--- src/rtl/vga_pattern_sequencer.sv ---
// vga_pattern_sequencer: frame-synchronous VGA test-pattern stepper; define VGA_SEQ_BLANK_EN to insert one black frame on every advance
module vga_pattern_sequencer #(
    parameter int COLOR_BITS         = 3,
    parameter int ACTIVE_COLS        = 640,
    parameter int ACTIVE_ROWS        = 480,
    parameter int NUM_PATTERNS       = 8,
    parameter int FRAMES_PER_PATTERN = 60
) (
    input  logic                  i_Clk,
    input  logic                  i_Rst_L,
    input  logic [9:0]            i_Col_Count,
    input  logic [9:0]            i_Row_Count,
    input  logic                  i_Next,
    input  logic                  i_Auto_En,
    output logic [COLOR_BITS-1:0] o_Red_Video,
    output logic [COLOR_BITS-1:0] o_Grn_Video,
    output logic [COLOR_BITS-1:0] o_Blu_Video,
    output logic [2:0]            o_Pattern_Sel,
    output logic                  o_Busy,
    output logic                  o_Frame_Start
);
    localparam logic [9:0]            AC       = 10'(ACTIVE_COLS);
    localparam logic [9:0]            AR       = 10'(ACTIVE_ROWS);
    localparam logic [9:0]            BAR_W    = 10'd80;
    localparam logic [2:0]            LAST     = 3'(NUM_PATTERNS - 1);
    localparam logic [7:0]            CNT_LAST = 8'(FRAMES_PER_PATTERN - 1);
    localparam logic [COLOR_BITS-1:0] F        = '1;

`ifdef VGA_SEQ_BLANK_EN
    typedef enum logic [1:0] {SHOW, PEND, BLANK} state_t;
    localparam state_t ADV_ST = BLANK;
`else
    typedef enum logic [1:0] {SHOW, PEND} state_t;
    localparam state_t ADV_ST = SHOW;
`endif

    state_t                state, nxt_state;
    logic [2:0]            nxt_sel;
    logic [7:0]            cnt, nxt_cnt;
    logic                  fb, hit, adv, active, blank, border;
    logic [9:0]            bar_idx;
    logic [2:0]            bar;
    logic [COLOR_BITS-1:0] red_d, grn_d, blu_d;

    assign fb     = (i_Col_Count == 10'd0) && (i_Row_Count == 10'd0);
    assign hit    = i_Auto_En && fb && (cnt == CNT_LAST);
    assign active = (i_Col_Count < AC) && (i_Row_Count < AR);
`ifdef VGA_SEQ_BLANK_EN
    assign blank  = (nxt_state == BLANK);
`else
    assign blank  = 1'b0;
`endif

    // state, pattern index, frame counter and registered video
    always_ff @(posedge i_Clk) begin
        if (!i_Rst_L) begin
            state         <= SHOW;
            o_Pattern_Sel <= 3'd0;
            cnt           <= 8'd0;
            o_Red_Video   <= '0;
            o_Grn_Video   <= '0;
            o_Blu_Video   <= '0;
            o_Frame_Start <= 1'b0;
        end else begin
            state         <= nxt_state;
            o_Pattern_Sel <= nxt_sel;
            cnt           <= nxt_cnt;
            o_Red_Video   <= red_d;
            o_Grn_Video   <= grn_d;
            o_Blu_Video   <= blu_d;
            o_Frame_Start <= fb;
        end
    end

    // advance decision: requests latch in SHOW, apply only at a frame boundary; an auto hit applies at once and absorbs a coincident request
    always_comb begin
        nxt_state = state;
        adv       = 1'b0;
        case (state)
            SHOW: begin
                adv       = hit;
                nxt_state = hit ? ADV_ST : (i_Next ? PEND : SHOW);
            end
            PEND: begin
                adv       = fb;
                nxt_state = fb ? ADV_ST : PEND;
            end
`ifdef VGA_SEQ_BLANK_EN
            BLANK: begin
                adv       = hit;
                nxt_state = (fb && !hit) ? SHOW : BLANK;
            end
`endif
            default: nxt_state = SHOW;
        endcase
        nxt_sel = adv ? ((o_Pattern_Sel == LAST) ? 3'd0 : o_Pattern_Sel + 3'd1) : o_Pattern_Sel;
        nxt_cnt = !i_Auto_En ? 8'd0 : !fb ? cnt : adv ? 8'd0 : cnt + 8'd1;
    end

    // pixel colour from the pattern that will be showing after this edge
    always_comb begin
        bar_idx = i_Col_Count / BAR_W;
        bar     = (bar_idx > 10'd7) ? 3'd7 : bar_idx[2:0];
        border  = (i_Col_Count < 10'd2) || (i_Row_Count < 10'd2) ||
                  (i_Col_Count >= AC - 10'd2) || (i_Row_Count >= AR - 10'd2);
        red_d   = '0;
        grn_d   = '0;
        blu_d   = '0;
        case (nxt_sel)
            3'd1: {red_d, grn_d, blu_d} = border ? {3{F}} : '0;
            3'd2: red_d = F;
            3'd3: grn_d = F;
            3'd4: blu_d = F;
            3'd5: {red_d, grn_d, blu_d} = (i_Col_Count[5] ^ i_Row_Count[5]) ? {3{F}} : '0;
            3'd6: begin
                red_d = bar[2] ? F : '0;
                grn_d = bar[1] ? F : '0;
                blu_d = bar[0] ? F : '0;
            end
            3'd7: {red_d, grn_d, blu_d} = {3{F}};
            default: ;
        endcase
        if (!active || blank) {red_d, grn_d, blu_d} = '0;
        o_Busy = (state != SHOW);
    end
endmodule

--- config.mk ---
export PLATFORM = sky130hd
export DESIGN_NAME = vga_pattern_sequencer
export DESIGN_NICKNAME = d
export VERILOG_FILES = /design/src/rtl/vga_pattern_sequencer.sv
export SDC_FILE = /design/constraint.sdc
export NUM_CORES = 1
export LEC_CHECK = 0
export BUFFER_PORTS_ARGS = -buffer_cell sky130_fd_sc_hd__buf_2
export CAP_MARGIN = 25
export CORE_MARGIN = 3
export CORE_UTILIZATION = 40
export CTS_CLUSTER_DIAMETER = 60
export CTS_CLUSTER_SIZE = 12
export DETAILED_ROUTE_END_ITERATION = 16
export GPL_TIMING_DRIVEN = 1
export PLACE_DENSITY = 0.65
export SLEW_MARGIN = 20
export SYNTH_ARGS = -nofsm -noshare
export SYNTH_HDL_FRONTEND = slang
export SYNTH_SLANG_ARGS = --single-unit
--- constraint.sdc ---
create_clock -name i_Clk -period 3.8 [get_ports i_Clk]
set_input_delay 0.95 -clock i_Clk [delete_from_list [all_inputs] [get_ports i_Clk]]
set_output_delay 0.95 -clock i_Clk [all_outputs]
set_load 0.03 [all_outputs]
==> flow_summary.ini <==
[layout]
final_cell_mix = buf_2, nor2_1, dfxtp_1
insertedDiodeCount = 0
fin_area_um2 = 1370
drive_above_1_share_pct = 32.2
final_common_cell = buf_2
fill_cells = 255
layout.nets = 202
area_growth_syn_to_layout_pct = 17.3

[sta]
skew_ns = 0.0103
fin_hold_ws_ns = 0.561
fin_tns_setup_ns = 0
relSlewSlack_pct = 71.1
grt_setup_unrepaired = no
period_share_pct = 69.3
fin_ws_ns = 1.17
hold_viol = 0
tightest_slew_ns = 0.433
slew_violations = 0
fmax_ghz = 0.380
setup_violations = 0
layout_min_cycle_time_ns = 2.63

[global_route]
globalRouteTotalUtil_pct = 17.3
gr-total-overflow = 0
antenna_found_initial = 0
grt_pass1_vias = 1091
grt_max_degree = 16
grt_pass1_wl_um = 4760

[die]
num_io_pins = 38
core_area_um2 = 2610
die_height_um = 59.9
fp.dieW_um = 59.9
initial_core_util_pct = 44.5
fp-row-count = 18
die-area_um2 = 3590

[clock_network]
cts_hold_buf = 0
clkLatencyLatePin_ns = 0.29
postCtsSetupBuffers = 0
cts-root-buf = clkbuf_4
cts_buffers = 3
cts_resized = 0
clk_pin_slew_ns = 0.10
cts_htree_levels = 1
cts_sinks = 16
clockBufferDepth = 2
cts_tree = yes

[min_path]
hp-start = cnt[6]$_SDFFE_PN0P_
hold_end = cnt[6]$_SDFFE_PN0P_
hold_class = reg -> reg
hold_depth = 2

[critical_path]
crit_required_ns = 3.99
r2r_slack_ns = 1.66
crit_type = in -> reg
path_max_fanout = 15
cp-end-kind = register
start_kind = primary input
reg2reg_to = cnt[7]$_SDFFE_PN0P_
r2r_start = cnt[0]$_SDFFE_PN0P_
r2r_cells = 8
arrival_ns = 2.82

[placement]
port_buffers = 37
dp_worst_setup_slack_ns = 0.871
gp_congestion = 0.835
placement.cell_area_um2 = 1330
dp.final_hpwl_um = 2190

[synth]
syn_inst = 142
synth_area_leader_cell = dfxtp_1
ys_warn_count = 0
async_flop_share_pct = 0
synth-compound-area-share_pct = 17.3
synth_top_family_by_area = simple AND/OR/NAND/NOR gates
synth_top_area_share_pct = 27.5
synth-xor-area-share_pct = 5.27
synth_simple_gate_area_share_pct = 31.1
ys_ff_latch = 16
synth_cell_type_count = 51
yosys.area_share.adder_pct = 4.09
synth_seq_area_share_pct = 27.5
muxShareOfSynthArea_pct = 6.24
syn-num-nets = 169
netlist_area_um2 = 1160
synth_area_leaders = dfxtp_1, nor2_1, xor2_1
synthFlopType = dfxtp_1
syn_avg_cell_area_um2 = 8.19
synth_edf_count = 0

[run_status]
outcome = finished clean

[detailed_routing]
viasPerCell = 5.64
ant_nets = 0
wl_per_cell_um = 13.5
drc = 0
dr_total_vias = 1151
dr.first_iter.drc_count = 26
wl_um = 2750
drtPass1Iterations = 4

[power]
peakVddDrop_mv = 0.223
pwr_density_cell_nw_per_um2 = 240
p_leak_nw = 0.577

[run]
cap_viol_max_count = 0
-- sequential cells by signal, indices dropped and copies added (netlist names) --
| name | cells |
|---|---|
| state | 1 |
| o_Blu_Video | 1 |
| o_Grn_Video | 1 |
| o_Pattern_Sel | 3 |
| cnt | 8 |
| o_Frame_Start | 1 |
| o_Red_Video | 1 |
-- where the power goes --
group	leakage, nW	total [mW]	switching, mW	internal (mW)
registers	0.129	0.169	0.000648	0.168
logic	0.427	0.0471	0.0270	0.0201
clock network	0.0210	0.112	0.0537	0.0583
-- cells in the mapped netlist (2+ instances only) --
cell type and number:
nor2_1 17, dfxtp_1 16, nand2_1 11, inv_1 7, buf_4 6, xor2_1 6, mux2i_1 5, nand3_1 5
nor2b_1 5, nand4_1 4, a21oi_1 3, and2_1 3, clkbuf_1 3, ha_1 3, o21ai_0 3, a31oi_1 2
and4_1 2, mux2_2 2, nand2b_1 2, nand3b_1 2, nor2_2 2, nor3_1 2, o2111ai_1 2, o31ai_1 2
-- final cells by class --
class	count	area [µm²]	area share (%)
tap	30	37.5	2.75
timing repair buffer	39	200	14.7
clock buffer	4	36.3	2.66
sequential	16	320	23.5
inverter	7	26.3	1.92
multi-input combinational	108	744	54.5
-- critical path, stage by stage --
cell	delay, ns
buf_2	0.14
nor4_2	0.30
nand4_2	0.18
nor4_4	0.29
buf_4	0.25
or2_0	0.37
nor2_1	0.07
mux2_2	0.27
-- logic make-up (layout without fill, tap and decap cells) --
group / Yosys count / after routing
flops: 16 / 16
compound gates: 26 / 26
xor+xnor: 7 / 7
mux: 7 / 7
simple gates: 64 / 64
buf+inv: 18 / 50
fa+ha+maj: 4 / 4
-- how the worst max path moves through the flow --
stage | startpoint | to | slack [ns] | cells after the start
final | i_Col_Count[9] | cnt[7]$_SDFFE_PN0P_ | 1.17 | 8
after detailed placement | i_Col_Count[9] | o_Grn_Video[1]$_SDFF_PN0_ | 0.87 | 8
after CTS | i_Col_Count[9] | o_Grn_Video[1]$_SDFF_PN0_ | 1.18 | 8
after global routing | i_Col_Count[9] | o_Grn_Video[1]$_SDFF_PN0_ | 1.02 | 8
after floorplan | i_Col_Count[5] | o_Grn_Video[1]$_SDFF_PN0_ | 1.19 | 7
after global placement | i_Col_Count[9] | o_Grn_Video[1]$_SDFF_PN0_ | 0.94 | 8
-- layer usage --
metal / part of all wire [%] / wire length [µm] / vias to the layer above / GRT usage [%]
met2: 47 / 1300 / 43 / 28.9
met3: 5.7 / 156 / 2 / 1.30
li1: - / - / 572 / -
met4: 1.1 / 30 / 0 / 7.59
met5: 0 / 0 / - / 0
met1: 46 / 1260 / 534 / 22.6
-- metrics by stage --
stage	power (mW)	util [%]	instances
2_1_floorplan	0.197	-	142
3_3_place_gp	0.218	50.9	200
3_5_place_dp	0.220	50.9	200
4_1_cts	0.331	52.3	204
5_1_grt	0.343	52.3	204
6_report	0.328	52.3	204
Note: power is estimated with default switching activity, not from simulation.
